==> config.mk <==
export PLATFORM = sky130hd
export DESIGN_NAME = fetch_unit
export DESIGN_NICKNAME = d
export VERILOG_FILES = /design/src/rtl/cpu_pkg.sv /design/src/rtl/fetch_fifo.sv /design/src/rtl/fetch_unit.sv
export SDC_FILE = /design/constraint.sdc
export NUM_CORES = 1
export LEC_CHECK = 0
export CAP_MARGIN = 10
export CORE_MARGIN = 5
export CORE_UTILIZATION = 65
export CTS_CLUSTER_SIZE = 14
export DETAILED_ROUTE_END_ITERATION = 12
export DONT_BUFFER_PORTS = 1
export GPL_TIMING_DRIVEN = 0
export HOLD_SLACK_MARGIN = 0.02
export PLACE_DENSITY = 0.89
export REMOVE_ABC_BUFFERS = 1
export SKIP_CTS_REPAIR_TIMING = 1
export SLEW_MARGIN = 20
export SYNTH_ARGS = -nofsm -noshare
export SYNTH_HDL_FRONTEND = slang
export SYNTH_HIERARCHICAL = 1
export SYNTH_SLANG_ARGS = --single-unit
==> constraint.sdc <==
create_clock -name clk -period 12.15 [get_ports clk]
set_clock_uncertainty 0.05 [all_clocks]
set_input_delay 1.215 -clock clk [delete_from_list [all_inputs] [get_ports clk]]
set_output_delay 1.215 -clock clk [all_outputs]
set_load 0.01 [all_outputs]
==> src/rtl/cpu_pkg.sv <==
// Shared CPU front-end types: fetch FSM states, datapath widths and the
// instruction-buffer entry layout {pc, instr}.
package cpu_pkg;

    localparam int XLEN = 64;
    localparam int ILEN = 32;

    typedef enum logic [1:0] {
        ST_BOOT  = 2'd0,
        ST_FETCH = 2'd1,
        ST_FLUSH = 2'd2
    } fetch_state_e;

    typedef struct packed {
        logic [XLEN-1:0] pc;
        logic [ILEN-1:0] instr;
    } fetch_entry_t;

endpackage

==> src/rtl/fetch_fifo.sv <==
// Instruction buffer between memory responses and decode. Pointers carry one
// extra wrap bit so full and empty are distinguishable without a counter.
module fetch_fifo
    import cpu_pkg::*;
#(
    parameter  int DEPTH = 4,
    localparam int AW    = $clog2(DEPTH),
    localparam int CW    = AW + 1
) (
    input  logic         clk,
    input  logic         rst,
    input  logic         push_i,
    input  fetch_entry_t push_data_i,
    input  logic         pop_i,
    input  logic         flush_i,
    output fetch_entry_t head_o,
    output logic         full_o,
    output logic         empty_o,
    output logic [CW-1:0] count_o
);

    localparam logic [AW:0] PTR_ONE = (AW+1)'(1);

    fetch_entry_t mem_q [DEPTH];
    logic [AW:0]  wr_ptr_q, wr_ptr_d;
    logic [AW:0]  rd_ptr_q, rd_ptr_d;

    always_comb begin
        // NOTE: defaults first so every path assigns and no latch is inferred.
        wr_ptr_d = wr_ptr_q;
        rd_ptr_d = rd_ptr_q;
        if (flush_i) begin
            wr_ptr_d = '0;
            rd_ptr_d = '0;
        end else begin
            if (push_i) wr_ptr_d = wr_ptr_q + PTR_ONE;
            if (pop_i)  rd_ptr_d = rd_ptr_q + PTR_ONE;
        end
    end

    always_ff @(posedge clk or posedge rst) begin
        // NOTE: non-blocking for all state so every flop samples pre-edge values.
        if (rst) begin
            wr_ptr_q <= '0;
            rd_ptr_q <= '0;
        end else begin
            wr_ptr_q <= wr_ptr_d;
            rd_ptr_q <= rd_ptr_d;
        end
    end

    // NOTE: storage has no reset; entries are only observed through a valid pointer range.
    always_ff @(posedge clk) begin
        if (push_i && !flush_i) mem_q[wr_ptr_q[AW-1:0]] <= push_data_i;
    end

    assign head_o  = mem_q[rd_ptr_q[AW-1:0]];
    assign empty_o = (wr_ptr_q == rd_ptr_q);
    assign full_o  = (wr_ptr_q[AW] != rd_ptr_q[AW]) && (wr_ptr_q[AW-1:0] == rd_ptr_q[AW-1:0]);
    assign count_o = wr_ptr_q - rd_ptr_q;

    overflow_a: assert property (@(posedge clk) disable iff (rst) !(push_i && full_o));

endmodule

==> src/rtl/fetch_unit.sv <==
// Instruction fetch: issues sequential imem requests, buffers responses for decode,
// and squashes in-flight work on redirect. Define FETCH_PERF_EN for perf counters.
module fetch_unit
    import cpu_pkg::*;
#(
    parameter logic [XLEN-1:0] RESET_PC   = 64'h0,
    parameter int              FIFO_DEPTH = 4
) (
    input  logic            clk,
    input  logic            rst,
    input  logic            redirect_valid_i,
    input  logic [XLEN-1:0] redirect_pc_i,
    output logic            imem_req_valid_o,
    input  logic            imem_req_ready_i,
    output logic [XLEN-1:0] imem_req_addr_o,
    input  logic            imem_rsp_valid_i,
    input  logic [ILEN-1:0] imem_rsp_data_i,
    output logic            id_valid_o,
    input  logic            id_ready_i,
    output logic [ILEN-1:0] id_instr_o,
    output logic [XLEN-1:0] id_pc_o
`ifdef FETCH_PERF_EN
    ,
    output logic [31:0]     perf_fetch_cnt_o,
    output logic [31:0]     perf_flush_cnt_o
`endif
);

    localparam int            CW        = $clog2(FIFO_DEPTH) + 1;
    localparam logic [CW:0]   DEPTH_LIM = (CW+1)'(FIFO_DEPTH);
    localparam logic [CW-1:0] CNT_ONE   = CW'(1);

    fetch_state_e    state_q, state_d;
    logic [XLEN-1:0] pc_q, pc_d;
    logic [CW-1:0]   outstanding_q, outstanding_d;

    logic [CW:0]     inflight;
    logic            req_valid, req_fire;
    logic            fifo_push, fifo_pop, fifo_flush;
    logic            fifo_full, fifo_empty;
    logic [CW-1:0]   fifo_count;
    fetch_entry_t    fifo_in, fifo_head;

    assign fifo_in = '{pc: pc_resp_pc(), instr: imem_rsp_data_i};

    // Each response belongs to the oldest request: its pc is the fetch pc minus
    // four per request still in flight (requests advance pc in order).
    function automatic logic [XLEN-1:0] pc_resp_pc();
        return pc_q - {{(XLEN-CW-2){1'b0}}, outstanding_q, 2'b00};
    endfunction

    always_comb begin
        inflight  = {1'b0, outstanding_q} + {1'b0, fifo_count};
        req_valid = (state_q == ST_FETCH) && (inflight < DEPTH_LIM) && !fifo_full
                    && !redirect_valid_i;
        req_fire  = req_valid && imem_req_ready_i;

        state_d       = state_q;
        pc_d          = pc_q;
        outstanding_d = outstanding_q;
        fifo_push     = 1'b0;
        fifo_pop      = 1'b0;
        fifo_flush    = 1'b0;

        if (req_fire) begin
            pc_d          = pc_q + 64'd4;
            outstanding_d = outstanding_q + CNT_ONE;
        end
        if (imem_rsp_valid_i) outstanding_d = outstanding_d - CNT_ONE;

        case (state_q)
            ST_BOOT: begin
                state_d = ST_FETCH;
                if (redirect_valid_i) pc_d = redirect_pc_i;
            end
            ST_FETCH: begin
                if (redirect_valid_i) begin
                    fifo_flush = 1'b1;
                    pc_d       = redirect_pc_i;
                    state_d    = (outstanding_d != '0) ? ST_FLUSH : ST_FETCH;
                end else begin
                    fifo_push = imem_rsp_valid_i;
                    fifo_pop  = !fifo_empty && id_ready_i;
                end
            end
            ST_FLUSH: begin
                if (redirect_valid_i) pc_d = redirect_pc_i;
                if (outstanding_d == '0) state_d = ST_FETCH;
            end
            default: state_d = ST_BOOT;
        endcase
    end

    always_ff @(posedge clk or posedge rst) begin
        if (rst) begin
            state_q       <= ST_BOOT;
            pc_q          <= RESET_PC;
            outstanding_q <= '0;
        end else begin
            state_q       <= state_d;
            pc_q          <= pc_d;
            outstanding_q <= outstanding_d;
        end
    end

    fetch_fifo #(.DEPTH(FIFO_DEPTH)) u_fifo (
        .clk        (clk),
        .rst        (rst),
        .push_i     (fifo_push),
        .push_data_i(fifo_in),
        .pop_i      (fifo_pop),
        .flush_i    (fifo_flush),
        .head_o     (fifo_head),
        .full_o     (fifo_full),
        .empty_o    (fifo_empty),
        .count_o    (fifo_count)
    );

    assign imem_req_valid_o = req_valid;
    assign imem_req_addr_o  = pc_q;
    assign id_valid_o       = !fifo_empty;
    assign id_instr_o       = fifo_empty ? '0 : fifo_head.instr;
    assign id_pc_o          = fifo_empty ? '0 : fifo_head.pc;

`ifdef FETCH_PERF_EN
    logic [31:0] perf_fetch_q, perf_fetch_d;
    logic [31:0] perf_flush_q, perf_flush_d;

    always_comb begin
        perf_fetch_d = perf_fetch_q + {31'd0, fifo_pop};
        perf_flush_d = perf_flush_q + {31'd0, redirect_valid_i};
    end

    always_ff @(posedge clk or posedge rst) begin
        if (rst) begin
            perf_fetch_q <= '0;
            perf_flush_q <= '0;
        end else begin
            perf_fetch_q <= perf_fetch_d;
            perf_flush_q <= perf_flush_d;
        end
    end

    assign perf_fetch_cnt_o = perf_fetch_q;
    assign perf_flush_cnt_o = perf_flush_q;
`endif

endmodule
==> results.ini <==
[worst_setup_path]
reg2reg_to=imem_req_addr_o[60]
critPathLaunchType=flop
crit_type=reg2reg
crit_required_ns=12.54
end_kind=flop
path_max_fanout=48
crit_arrival_ns=5.38
r2r_start=u_fifo/rd_ptr_q[1]
reg2reg_depth=12
ff2ff_setup_slack_ns=7.15

[timing]
relSlewSlack_pct=17.0
layout_worst_path_cycle_share_pct=41.1
rsz0062_at_grt=false
worst_pin_slew_ns=1.24
slew_violations=0
final_hold_viol_count=0
max_freq_mhz=200
min_period_ns=5.00
setup_viol=0

[drt]
wl_per_cell_um=25.0
drtIter0Drc=985
via_per_inst=6.45
drc=0
drt-total-wl_mm=43.3
drtAntennaViolNets=0
firstDrtPassIters=5
num_vias=11176

[floorplan]
die_area_mm2=0.0348
core_mm2=0.0307
start_util_pct=66.1
die_h_um=187
pin_count=264
rows=64
die_w_um=187

[power]
irDropWorstVdd_uv=141
powerDensity_mw_per_mm2=228
power_leakage_nw=7.34

[synthesis]
synth_top_cells_by_area=edfxtp_1 (57%), mux4_2 (11%), dfrtp_1 (9.3%)
synth-warning-count=6
syn_area_per_cell_um2=15.4
ys.flop_type=edfxtp_1
ys_async_sr_fraction_pct=16.3
yosys.area.top_type_share_pct=56.8
syn_inst=1313
ys_ff_latch=459
synth-edff-count=384
ys_seq_area_share_pct=66.1
synth.largest_area_cell=edfxtp_1
synth.distinct_cells=52
synth_area_mm2=0.0203

[final_layout]
fin_nets=1418
multi_input_area_mm2=0.00641
layout_commonest_cell=edfxtp_1
area_growth_pct=10.1
design_area_mm2=0.0223
fillers=1802
fin_util_pct=72.9
ff_latch_area_mm2=0.0134
drive_gt1_share_pct=16.3
mostFrequentLayoutCells=edfxtp_1 (384), nor2b_1 (101), mux4_2 (96)

[global_route]
grt_pass1_wl_mm=68.2
grt_pass1_vias=11800
overflow=0
grtUsageTotal_pct=24.7
grt_max_degree=61
antenna_found_initial=0

[flow_run]
drv_cap=0

[placement]
gp_congestion=0.808
placed_cell_area_mm2=0.0209
portBuffers=0
dpl.hpwl_mm=28.3

[outcome]
outcome=complete, no violations

[clock_tree]
cts_max_level=2
clk_latency_ns=0.53
cts_tree=yes
clkSinkCount=459
cts_buffers=46
clkTransAtPathRegs_ns=0.06
cts_buffer_depth=3
cts_root_buffer=clkbuf_16

[worst_hold_path]
hold_class=in2async

flip-flops by register name, summed over array words and instances (netlist names):
name             count
u_fifo/mem_q       384
imem_req_addr_o     64
outstanding_q        3
u_fifo/rd_ptr_q      3
u_fifo/wr_ptr_q      3
state_q              2
routing by layer:
layer  wire length [um]  vias to the layer above  global-route usage (%)
met5                  0                        -                       0
met4               1050                        0                    7.09
met3               3720                       81                    6.09
met2              21900                      504                    41.0
met1              16600                     5680                    33.0
li1                   -                     4911                       -
cells in the mapped netlist (20+ instances only):
cell,count
xor2_1,76
nand4_1,24
nand2_1,95
nor2b_1,101
nor2_1,54
clkbuf_1,56
inv_1,20
nand3_1,27
edfxtp_1,384
nor3_1,27
mux4_2,96
xnor2_1,45
dfrtp_1,75
o21ai_0,54
worst max-delay path by stage:
stage | slack [ns] | end | start
6_report | 7.15 | imem_req_addr_o[60] | u_fifo/rd_ptr_q[1]
5_1_grt | 6.94 | imem_req_addr_o[63] | u_fifo/rd_ptr_q[1]
4_1_cts | 7.12 | imem_req_addr_o[63] | u_fifo/rd_ptr_q[1]
3_5_place_dp | 7.19 | imem_req_addr_o[63] | u_fifo/rd_ptr_q[1]
3_3_place_gp | -1.69 | id_pc_o[28] | u_fifo/rd_ptr_q[0]
2_1_floorplan | 3.37 | id_valid_o | u_fifo/rd_ptr_q[0]
cell families (layout without fill, tap and decap cells):
group | count (synthesis) | in the layout | share of synthesized area, %
AOI/OAI and AO/OA | 84 | 84 | 2.29
xor gates and xnor gates | 122 | 122 | 5.30
adders and majority gates | 17 | 17 | 1.12
buffers and inverters | 102 | 124 | 2.46
and+or+nand+nor | 429 | 429 | 11.9
DFF | 459 | 459 | 66.1
muxes | 100 | 100 | 10.9
other | 0 | 1 | 0
critical path, cell delays in order (launching register included):
cell and delay [ns]:
dfrtp_4 0.51, buf_16 0.27, buf_16 0.30, inv_1 0.13, fa_1 0.43, xnor2_1 0.19, ha_1 0.26, nor4_1 0.42
nand4_2 0.40, nor2_1 1.05, nand3_1 0.29, or3_1 0.40, a31oi_1 0.19
area by class of cell:
| class | instances | area share (%) |
|---|---|---|
| Multi-Input combinational cell | 752 | 28.7 |
| Inverter | 20 | 0.347 |
| Timing Repair Buffer | 20 | 2.23 |
| Tap cell | 396 | 2.22 |
| Clock buffer | 64 | 5.68 |
| Antenna cell | 1 | 0.0112 |
| Sequential cell | 459 | 60.0 |
| Clock inverter | 20 | 0.790 |
power breakdown:
part | switching [mW] | leakage [nW] | internal [mW]
registers | 0.262 | 4.38 | 1.98
logic | 0.931 | 2.24 | 0.586
clock network | 0.548 | 0.716 | 0.794
total | 1.74 | 7.34 | 3.36
metrics by stage:
step,worst slack (ns),hold slack (ns),total power [mW],TNS [ns],cells
6_report,7.15,0.447,5.10,0,1732
5_1_grt,6.94,0.447,5.36,0,1731
4_1_cts,7.12,0.438,5.14,0,1731
3_5_place_dp,7.19,0.517,3.80,0,1647
3_3_place_gp,-1.69,0.482,3.71,-121.55,1627
2_1_floorplan,3.37,0.457,3.28,0,1231
Power figures use the tool's default switching activity.
